### src/rtl/cpu_sequencer_if.sv
// Memory handshake bundle between the multi-cycle sequencer and the
// instruction/data memories.
//   imem_req  : sequencer -> imem, fetch request (held for the whole fetch)
//   imem_ack  : imem -> sequencer, fetch data valid this cycle
//   dmem_req  : sequencer -> dmem, data access request
//   dmem_we   : sequencer -> dmem, write enable, meaningful only with dmem_req
//   dmem_ack  : dmem -> sequencer, data access completes this cycle
interface cpu_sequencer_if;
    logic imem_req;
    logic imem_ack;
    logic dmem_req;
    logic dmem_we;
    logic dmem_ack;

    modport master (
        output imem_req,
        input  imem_ack,
        output dmem_req,
        output dmem_we,
        input  dmem_ack
    );

    modport slave (
        input  imem_req,
        output imem_ack,
        input  dmem_req,
        input  dmem_we,
        output dmem_ack
    );
endinterface

### src/rtl/cpu_sequencer.sv
// Multi-cycle sequencer for the RV32I datapath. Walks each instruction
// through FETCH, DECODE, EXEC, optional MEM and WB, issues the memory
// handshakes, gates the decoder's write strobes so each fires once per
// instruction, counts retired instructions and traps stuck memory accesses
// into a sticky FAULT state that only reset leaves.
// Ports:
//   clk, rst           : clock, synchronous active-high reset
//   start, halt_req    : leave IDLE / return to IDLE after the next retire
//   bus (master)       : imem/dmem request-acknowledge handshakes
//   ir_load            : instruction register load pulse (imem_ack in FETCH)
//   dec_*              : per-instruction flags from the instruction decoder
//   rf_we, pc_we       : register-file and PC write strobes (WB only)
//   retire, instret    : retire pulse and retired-instruction counter
//   state, fault       : FSM state code and sticky fault flag
module cpu_sequencer #(
    parameter int TIMEOUT_CYCLES = 16,
    parameter int WAIT_W         = 5,
    parameter int CNT_W          = 32
) (
    input  logic             clk,
    input  logic             rst,
    input  logic             start,
    input  logic             halt_req,
    cpu_sequencer_if.master  bus,
    output logic             ir_load,
    input  logic             dec_w_en_rf,
    input  logic             dec_wr_en_dmem,
    input  logic             dec_is_load,
    input  logic             dec_illegal,
    output logic             rf_we,
    output logic             pc_we,
    output logic             retire,
    output logic [CNT_W-1:0] instret,
    output logic [2:0]       state,
    output logic             fault
);
    typedef enum logic [2:0] {
        S_IDLE   = 3'd0,
        S_FETCH  = 3'd1,
        S_DECODE = 3'd2,
        S_EXEC   = 3'd3,
        S_MEM    = 3'd4,
        S_WB     = 3'd5,
        S_FAULT  = 3'd6,
        S_UNUSED = 3'd7
    } state_t;

    // Watchdog value seen in the last permitted ack-less cycle.
    localparam logic [WAIT_W-1:0] WAIT_LAST = WAIT_W'(TIMEOUT_CYCLES - 1);

    state_t             state_reg;
    state_t             state_next;
    logic [WAIT_W-1:0]  wait_reg;
    logic [WAIT_W-1:0]  wait_next;
    logic [CNT_W-1:0]   instret_reg;
    logic               imem_req_reg;
    logic               dmem_req_reg;
    logic               wb_reg;
    logic               fault_reg;
    logic               limit_hit;

    assign limit_hit = (TIMEOUT_CYCLES != 0) && (wait_reg == WAIT_LAST);

    // The watchdog is zero in every state except while a FETCH or MEM is
    // waiting, so each entry into those states starts from zero. An ack is
    // checked before the limit, so an ack in the final cycle still wins.
    always_comb begin
        state_next = state_reg;
        wait_next  = '0;
        case (state_reg)
            S_IDLE: begin
                if (start) state_next = S_FETCH;
            end
            S_FETCH: begin
                if (bus.imem_ack)   state_next = S_DECODE;
                else if (limit_hit) state_next = S_FAULT;
                else                wait_next  = wait_reg + WAIT_W'(1);
            end
            S_DECODE: begin
                state_next = dec_illegal ? S_FAULT : S_EXEC;
            end
            S_EXEC: begin
                state_next = (dec_is_load || dec_wr_en_dmem) ? S_MEM : S_WB;
            end
            S_MEM: begin
                if (bus.dmem_ack)   state_next = S_WB;
                else if (limit_hit) state_next = S_FAULT;
                else                wait_next  = wait_reg + WAIT_W'(1);
            end
            S_WB: begin
                state_next = halt_req ? S_IDLE : S_FETCH;
            end
            S_FAULT: begin
                state_next = S_FAULT;
            end
            default: begin
                state_next = S_FAULT;
            end
        endcase
    end

    // Moore outputs are registered from the next state so they line up
    // exactly with the state they belong to.
    always_ff @(posedge clk) begin
        if (rst) begin
            state_reg    <= S_IDLE;
            wait_reg     <= '0;
            instret_reg  <= '0;
            imem_req_reg <= 1'b0;
            dmem_req_reg <= 1'b0;
            wb_reg       <= 1'b0;
            fault_reg    <= 1'b0;
        end else begin
            state_reg    <= state_next;
            wait_reg     <= wait_next;
            if (state_reg == S_WB) begin
                instret_reg <= instret_reg + CNT_W'(1);
            end
            imem_req_reg <= (state_next == S_FETCH);
            dmem_req_reg <= (state_next == S_MEM);
            wb_reg       <= (state_next == S_WB);
            fault_reg    <= (state_next == S_FAULT);
        end
    end

    // Decoder flags are only honoured inside the state that owns them.
    assign bus.imem_req = imem_req_reg;
    assign bus.dmem_req = dmem_req_reg;
    assign bus.dmem_we  = dmem_req_reg & dec_wr_en_dmem;
    assign ir_load      = imem_req_reg & bus.imem_ack;
    assign rf_we        = wb_reg & dec_w_en_rf;
    assign pc_we        = wb_reg;
    assign retire       = wb_reg;
    assign instret      = instret_reg;
    assign state        = state_reg;
    assign fault        = fault_reg;
endmodule
### src/flat_wrapper.sv
// flat-port wrapper written by rule: the top's interface ports become plain ports
module cpu_sequencer_flat 
#(
    parameter int TIMEOUT_CYCLES = 16,
    parameter int WAIT_W         = 5,
    parameter int CNT_W          = 32
)
  (clk, rst, start, halt_req, ir_load, dec_w_en_rf, dec_wr_en_dmem, dec_is_load, dec_illegal, rf_we, pc_we, retire, instret, state, fault, bus_imem_req, bus_imem_ack, bus_dmem_req, bus_dmem_we, bus_dmem_ack);
  cpu_sequencer_if bus_i ();
  input  logic clk;
  input  logic rst;
  input  logic start;
  input  logic halt_req;
  output logic ir_load;
  input  logic dec_w_en_rf;
  input  logic dec_wr_en_dmem;
  input  logic dec_is_load;
  input  logic dec_illegal;
  output logic rf_we;
  output logic pc_we;
  output logic retire;
  output logic [CNT_W-1:0] instret;
  output logic [2:0] state;
  output logic fault;
  output wire logic [$bits(bus_i.imem_req)-1:0] bus_imem_req;
  input wire logic [$bits(bus_i.imem_ack)-1:0] bus_imem_ack;
  output wire logic [$bits(bus_i.dmem_req)-1:0] bus_dmem_req;
  output wire logic [$bits(bus_i.dmem_we)-1:0] bus_dmem_we;
  input wire logic [$bits(bus_i.dmem_ack)-1:0] bus_dmem_ack;
  assign bus_imem_req = bus_i.imem_req;
  assign bus_i.imem_ack = bus_imem_ack;
  assign bus_dmem_req = bus_i.dmem_req;
  assign bus_dmem_we = bus_i.dmem_we;
  assign bus_i.dmem_ack = bus_dmem_ack;
  cpu_sequencer #(.TIMEOUT_CYCLES(TIMEOUT_CYCLES), .WAIT_W(WAIT_W), .CNT_W(CNT_W)) u_core (.clk(clk), .rst(rst), .start(start), .halt_req(halt_req), .bus(bus_i), .ir_load(ir_load), .dec_w_en_rf(dec_w_en_rf), .dec_wr_en_dmem(dec_wr_en_dmem), .dec_is_load(dec_is_load), .dec_illegal(dec_illegal), .rf_we(rf_we), .pc_we(pc_we), .retire(retire), .instret(instret), .state(state), .fault(fault));
endmodule
### config.mk
export PLATFORM = sky130hd
export DESIGN_NAME = cpu_sequencer_flat
export DESIGN_NICKNAME = d
export VERILOG_FILES = /design/src/rtl/cpu_sequencer_if.sv /design/src/rtl/cpu_sequencer.sv /design/src/flat_wrapper.sv
export SDC_FILE = /design/constraint.sdc
export NUM_CORES = 1
export LEC_CHECK = 0
export ABC_AREA = 1
export CAP_MARGIN = 20
export CORE_MARGIN = 3
export CORE_UTILIZATION = 45
export CTS_BUF_LIST = sky130_fd_sc_hd__clkbuf_16
export DETAILED_ROUTE_END_ITERATION = 8
export PLACE_DENSITY = 0.74
export SETUP_SLACK_MARGIN = 0.3
export SKIP_CTS_REPAIR_TIMING = 1
export SLEW_MARGIN = 20
export SYNTH_ARGS = -nofsm -noshare
export SYNTH_HDL_FRONTEND = slang
export SYNTH_SLANG_ARGS = --single-unit
### constraint.sdc
create_clock -name clk -period 1.45 [get_ports clk]
set_input_delay 0.29 -clock clk [delete_from_list [all_inputs] [get_ports clk]]
set_output_delay 0.29 -clock clk [all_outputs]
set_load 0.05 [all_outputs]
==> flow_summary_export.csv, run 1 <==
group,metric,value,unit
drt,viasPerCell,5.66,
sta,maxSlewHeadroom,0.668,
hold_path,min_path_type,"reg2reg",
clock_network,clockBufferDepth,2,
placed_design,placed_cell_area,3770,sq um
sta,fin_crit,1660,ps
drt,wl_per_cell,18.9,um
hold_path,hold_path.startpoint,"u_core.wait_reg[4]",
synthesis,post-synth-top-count-cell,"nand2_1",
sta,fin_crit_sh,1.14,
placed_design,gp_congestion,0.881,
worst_setup_path,regToRegStartpoint,"u_core.instret[0]",
global_route,grt_pass1_vias,2639,
clock_network,clk_pin_slew,70,ps
final_layout,largest_register_ffs,32,
synthesis,yosysSeqAreaShare,0.377,
drt,drt-pass1-iter-count,5,
worst_setup_path,end_kind,"flip-flop",
final_layout,stdcell_area,4490,sq um
run_status,outcome,"complete, but fails checks",
synthesis,syn_inst,352,
die,coreArea,4880,sq um
die,die-area,6100,sq um
worst_setup_path,crit_path_top_delay_cell,"dfxtp_4",
final_layout,diodes,0,
worst_setup_path,crit_chain,"ha_4 > nand2_4 > nor2_4 > nand3_4 > nor2_4 > nand4_1 > nand2_1 > nand2_1 > nor2_1",
placed_design,place_hpwl,5150,um
power_and_ir_drop,ir_drop,0.000448,V
placed_design,port-buffer-count,52,
synthesis,synthDistinctLibCells,30,
drt,vias,2937,
worst_setup_path,startpoint_type,"flip-flop",
placed_design,place_inst,486,
sta,fin_worst_skew,5.42,ps
die,fp.dieH,78.1,um
sta,fmax,604,MHz
power_and_ir_drop,power_density,621,nW/um^2
run_status,violations,"setup timing",
die,dieWidth,78.1,um
drt,drt-initial-drc-count,297,
synthesis,synth_top_cell_area_share,0.377,
final_layout,multi_input_area,1660,sq um
power_and_ir_drop,power.leakage,1.85,nW
final_layout,stdcell_count,519,
sta,timing.final.ws_setup,-206,ps
global_route,globalRouteOverflowTotal,0,
run,drv_cap,0,
sta,timing.final.max_slew_violations,0,
die,ios,53,
synthesis,ys_top_cells_by_area,"dfxtp_1, nand2_1, nor2_1, inv_1, nand3_1",
worst_setup_path,cp_max_fo,5,
worst_setup_path,critPathKind,"reg2reg",
drt,wl,9830,um
synthesis,synth_top_flop_cell,"dfxtp_1",
clock_network,insertion_delay,290,ps
die,initial_core_util,0.479,
final_layout,layout.nets,463,
worst_setup_path,critPathRequiredTime,1650,ps
worst_setup_path,arrival,1860,ps
synthesis,synth-seq-cells,44,
synthesis,syn_avg_cell_area,6.64,sq um
synthesis,syn_nets,364,
clock_network,cts.sink_count,44,
final_layout,seq_area,1020,sq um
final_layout,drive_gt1_frac,0.502,
synthesis,syn-cell-area,2340,sq um
clock_network,cts_inserted_buffers,5,
sta,worstMarginPinSlew,494,ps
sta,rsz0062_at_grt,"true",
worst_setup_path,crit_start,"u_core.instret[0]",
die,rows,25,
final_layout,n_fill_cell,179,
clock_network,cts_tree,"yes",
final_layout,syn_to_final_growth,91.8,%
sta,hold_viol_final,0,
global_route,grt_pass1_wl,11700,um
global_route,antenna_found_initial,0,
synthesis,ys_warn_count,0,
worst_setup_path,timing.reg2reg.setup_slack,-210,ps
synthesis,synth_top_area_cell,"dfxtp_1",
synthesis,synth_commonest_cells,"nand2_1, nor2_1, inv_1",
global_route,grt_start_max_net_pins,16,
sta,setup_viol,13,
clock_network,cts_htree_levels,2,
drt,postRouteAntennaNets,0,
drt,drc,0,
synthesis,synth-edff-count,0,
clock_network,cts-root-buf,"clkbuf_16",
worst_setup_path,slowest_delay,390,ps
global_route,grt.total_usage,0.238,
synthesis,synthArstFlopShare,0,
per-layer routing:
layer / track usage / wire, um / up-vias
li1: - / - / 1315
met1: 0.281 / 3720 / 1424
met2: 0.416 / 5110 / 147
met3: 0.0493 / 574 / 51
met4: 0.0997 / 429 / 0
met5: 0 / 0 / -
where the power goes:
group	internal [W]	total (W)	switching, W
Clock	0.000742	0.00123	0.000490
Sequential	0.00116	0.00119	0.0000242
Combinational	0.000165	0.000367	0.000202
Total	0.00207	0.00279	0.000716
metrics by stage:
stage / hold slack [ps] / setup TNS (ps) / util / setup slack (ps) / total power (W)
finish: 511 / -882 / 0.919 / -206 / 0.00279
global route: 539 / -2460 / 0.919 / -223 / 0.00285
CTS: 440 / -37.9 / 0.806 / -16.3 / 0.00269
global placement: 415 / -101 / 0.772 / -42.1 / 0.00150
detailed placement: 431 / -504 / 0.772 / -129 / 0.00150
floorplan: 364 / -345 / - / -78.7 / 0.00136
worst paths after layout:
check	end	cells after the start
max	u_core.instret[28]	9
min	u_core.wait_reg[4]	2
max reg2reg	u_core.instret[28]	9
min reg2reg	u_core.wait_reg[4]	2
area by class of cell:
type,count,area share
Timing Repair Buffer,97,0.303
Multi-Input combinational cell,255,0.370
Sequential cell,44,0.227
Tap cell,67,0.0187
Clock inverter,2,0.00279
Inverter,48,0.0444
Clock buffer,6,0.0335
cell families after synthesis:
logic type / count (synthesis) / share of synthesized area
and+or+nand+nor: 217 / 0.430
buffers and inverters: 53 / 0.0872
DFF: 44 / 0.377
AOI/OAI and AO/OA: 30 / 0.0728
xor gates and xnor gates: 6 / 0.0225
adders and majority gates: 2 / 0.0107
critical path: cells and delay by family (launching register included):
family | cells | cell delay, ps
adder cells (fa/ha/maj) | 1 | 180
flip-flops | 1 | 390
AND/OR/NAND/NOR | 8 | 1000
cell usage in the layout (no fill, tap or decap), types with 4 or more instances in the layout:
cell             Yosys  routed
a21oi_1             18      13
clkbuf_16            0       6
dfxtp_1             44       5
nand2_4              1      14
nand2_1             89      65
nand4_1             11      11
nand2_2              0      11
xor2_1               5       5
buf_12               0      44
nor2_2               1      11
inv_2                2       4
inv_1               46      39
nor3_2               1       8
nand3_1             20      17
dfxtp_4              0      36
clkdlybuf4s50_1      0       6
nor3_1              15       6
buf_6                0      14
buf_4                1      30
nor2_1              65      42
nor2_4               5      18
a21oi_2              0       4
No activity file was read; power rests on OpenSTA's default activity.
==> run 2, diff against run 1 <==
--- a/config.mk
+++ b/config.mk
@@ -8,10 +8,10 @@
 export ABC_AREA = 1
 export CAP_MARGIN = 20
 export CORE_MARGIN = 3
-export CORE_UTILIZATION = 45
+export CORE_UTILIZATION = 40
 export CTS_BUF_LIST = sky130_fd_sc_hd__clkbuf_16
 export DETAILED_ROUTE_END_ITERATION = 8
-export PLACE_DENSITY = 0.74
+export PLACE_DENSITY = 0.66
 export SETUP_SLACK_MARGIN = 0.3
 export SKIP_CTS_REPAIR_TIMING = 1
 export SLEW_MARGIN = 20
==> run 2 against run 1 <==
Compared with the run above: the run now ends clean; register-to-register slack better by 220 ps; combinational power is 5.4% lower; non-clock buffer count is 1 lower; count of clock-buffer cells in the layout stayed put; setup slack better by 220 ps.
==> flow_summary_export.csv, run 2 (synthesized netlist as in run 1, its figures left out) <==
group,metric,value,unit
run_status,outcome,"completed",
sta,timing.final.max_slew_violations,0,
final_layout,drive_gt1_frac,0.486,
final_layout,diodes,0,
drt,wl,7030,um
clock_network,cts-root-buf,"clkbuf_16",
clock_network,cts_tree,"yes",
die,die-area,6800,sq um
final_layout,syn_to_final_growth,88.4,%
sta,hold_viol_final,0,
worst_setup_path,crit_start,"u_core.instret[3]",
die,dieWidth,82.5,um
worst_setup_path,regToRegStartpoint,"u_core.instret[3]",
placed_design,placed_cell_area,3800,sq um
global_route,grt_start_max_net_pins,16,
drt,wl_met3,234,um
clock_network,cts_inserted_buffers,5,
worst_setup_path,endpoint,"u_core.instret[29]",
hold_path,min_path_type,"reg2reg",
placed_design,place_hpwl,4920,um
final_layout,layout.nets,462,
worst_setup_path,startpoint_type,"flip-flop",
sta,maxSlewHeadroom,0.805,
final_layout,utilization,0.791,
final_layout,stdcell_count,523,
global_route,antenna_found_initial,0,
drt,wl_per_cell,13.4,um
sta,fmax,696,MHz
drt,highest_layer,"met4",
final_layout,layout_common_cells,"nand2_1, nor2_1, buf_12, inv_1, dfxtp_4",
drt,postRouteAntennaNets,0,
drt,drt-initial-drc-count,108,
worst_setup_path,arrival,1610,ps
sta,worstMarginPinSlew,291,ps
drt,drt-pass1-iter-count,4,
sta,setup_viol,0,
clock_network,cts.sink_count,44,
sta,rsz0062_at_grt,"true",
worst_setup_path,cp_max_fo,7,
run,drv_cap,0,
worst_setup_path,timing.reg2reg.setup_slack,10,ps
sta,fin_worst_skew,6.17,ps
clock_network,clockBufferDepth,2,
die,fp.dieH,82.5,um
placed_design,place_inst,495,
sta,whs,520,ps
worst_setup_path,critPathRequiredTime,1620,ps
clock_network,clk_pin_slew,60,ps
final_layout,largest_register_ffs,32,
global_route,grt.total_usage,0.209,
clock_network,insertion_delay,290,ps
global_route,grt_pass1_vias,2401,
power_and_ir_drop,ir_drop,0.000563,V
worst_setup_path,r2r_cells,7,
die,rows,27,
final_layout,n_fill_cell,368,
final_layout,layout_commonest_cell,"nand2_1",
final_layout,seq_area,1020,sq um
die,initial_core_util,0.420,
power_and_ir_drop,power.leakage,1.78,nW
drt,viasPerCell,4.96,
drt,drc,0,
drt,wl_met2,3510,um
drt,drt-met1-wl,3140,um
placed_design,port-buffer-count,52,
final_layout,stdcell_area,4410,sq um
die,coreArea,5570,sq um
clock_network,cts_htree_levels,2,
global_route,globalRouteOverflowTotal,0,
worst_setup_path,critPathKind,"reg2reg",
worst_setup_path,end_kind,"flip-flop",
worst_setup_path,r2r_end,"u_core.instret[29]",
drt,vias,2592,
power_and_ir_drop,power_density,629,nW/um^2
sta,fin_crit,1440,ps
final_layout,multi_input_area,1580,sq um
global_route,grt_pass1_wl,10800,um
placed_design,gp_congestion,0.862,
die,ios,53,
sta,fin_crit_sh,0.991,
## run 2: changes by cell type in the layout (fill, tap and decap cells not counted), moves of 3 or more
cell / before / now
a21oi_1: 13 / 16
nand2_4: 14 / 11
a21oi_2: 4 / 1
nor2_4: 18 / 14
## run 2: final cells by class
cell class	instances	area share
inverters	48	0.0451
clock buffers	6	0.0341
clock inverters	2	0.00341
flip-flops and latches	44	0.232
multi-input cells	255	0.358
well taps	72	0.0204
repair buffers	96	0.307
## run 2: critical path, cell delays in order (launching register included)
cell and delay [ps]:
dfxtp_4 400, nand2_4 80, nor2_4 190, nand4_4 200, nor2_4 240, nand3_1 100
nand2_1 80, nor2_1 40
## run 2: power by group
part | switching [W] | internal, W | total [W] | leakage, nW
clock | 0.000489 | 0.000750 | 0.00124 | 0.0829
sequential | 0.0000230 | 0.00116 | 0.00119 | 0.386
combinational | 0.000183 | 0.000164 | 0.000347 | 1.31
total | 0.000696 | 0.00208 | 0.00277 | 1.78
## run 2: worst min-delay path by stage
stage / startpoint / endpoint / slack [ps] / cells after the start
2_1_floorplan: rst / u_core.state[2] / 360 / 1
3_3_place_gp: u_core.wait_reg[0] / u_core.wait_reg[0] / 420 / 1
3_5_place_dp: u_core.wait_reg[0] / u_core.wait_reg[0] / 420 / 1
4_1_cts: u_core.wait_reg[0] / u_core.wait_reg[0] / 430 / 1
5_1_grt: u_core.wait_reg[4] / u_core.wait_reg[4] / 540 / 2
6_report: u_core.wait_reg[4] / u_core.wait_reg[4] / 520 / 2
## run 2: metrics by stage
stage               total power (W)  worst slack [ps]  TNS (ps)
floorplan                   0.00136             -78.7      -345
global placement            0.00150             -45.4      -103
detailed placement          0.00150             -83.9      -359
CTS                         0.00275             -54.2     -54.2
global route                0.00287             -68.4      -498
finish                      0.00277              12.8         0
## run 2: metal layers
| layer | GRT usage | vias to the layer above |
|---|---|---|
| li1 | - | 1321 |
| met1 | 0.264 | 1209 |
| met2 | 0.345 | 50 |
| met3 | 0.0412 | 12 |
| met4 | 0.0831 | 0 |
| met5 | 0 | - |
==> run 3, diff against run 2 <==
--- a/config.mk
+++ b/config.mk
@@ -8,10 +8,10 @@
 export ABC_AREA = 1
 export CAP_MARGIN = 20
 export CORE_MARGIN = 3
-export CORE_UTILIZATION = 40
+export CORE_UTILIZATION = 45
 export CTS_BUF_LIST = sky130_fd_sc_hd__clkbuf_16
 export DETAILED_ROUTE_END_ITERATION = 8
-export PLACE_DENSITY = 0.66
+export PLACE_DENSITY = 0.74
 export SETUP_SLACK_MARGIN = 0.3
 export SKIP_CTS_REPAIR_TIMING = 1
 export SLEW_MARGIN = 20
==> results of run 3 <==
The final DEF is identical to that of run 1; final timing and power are the same.
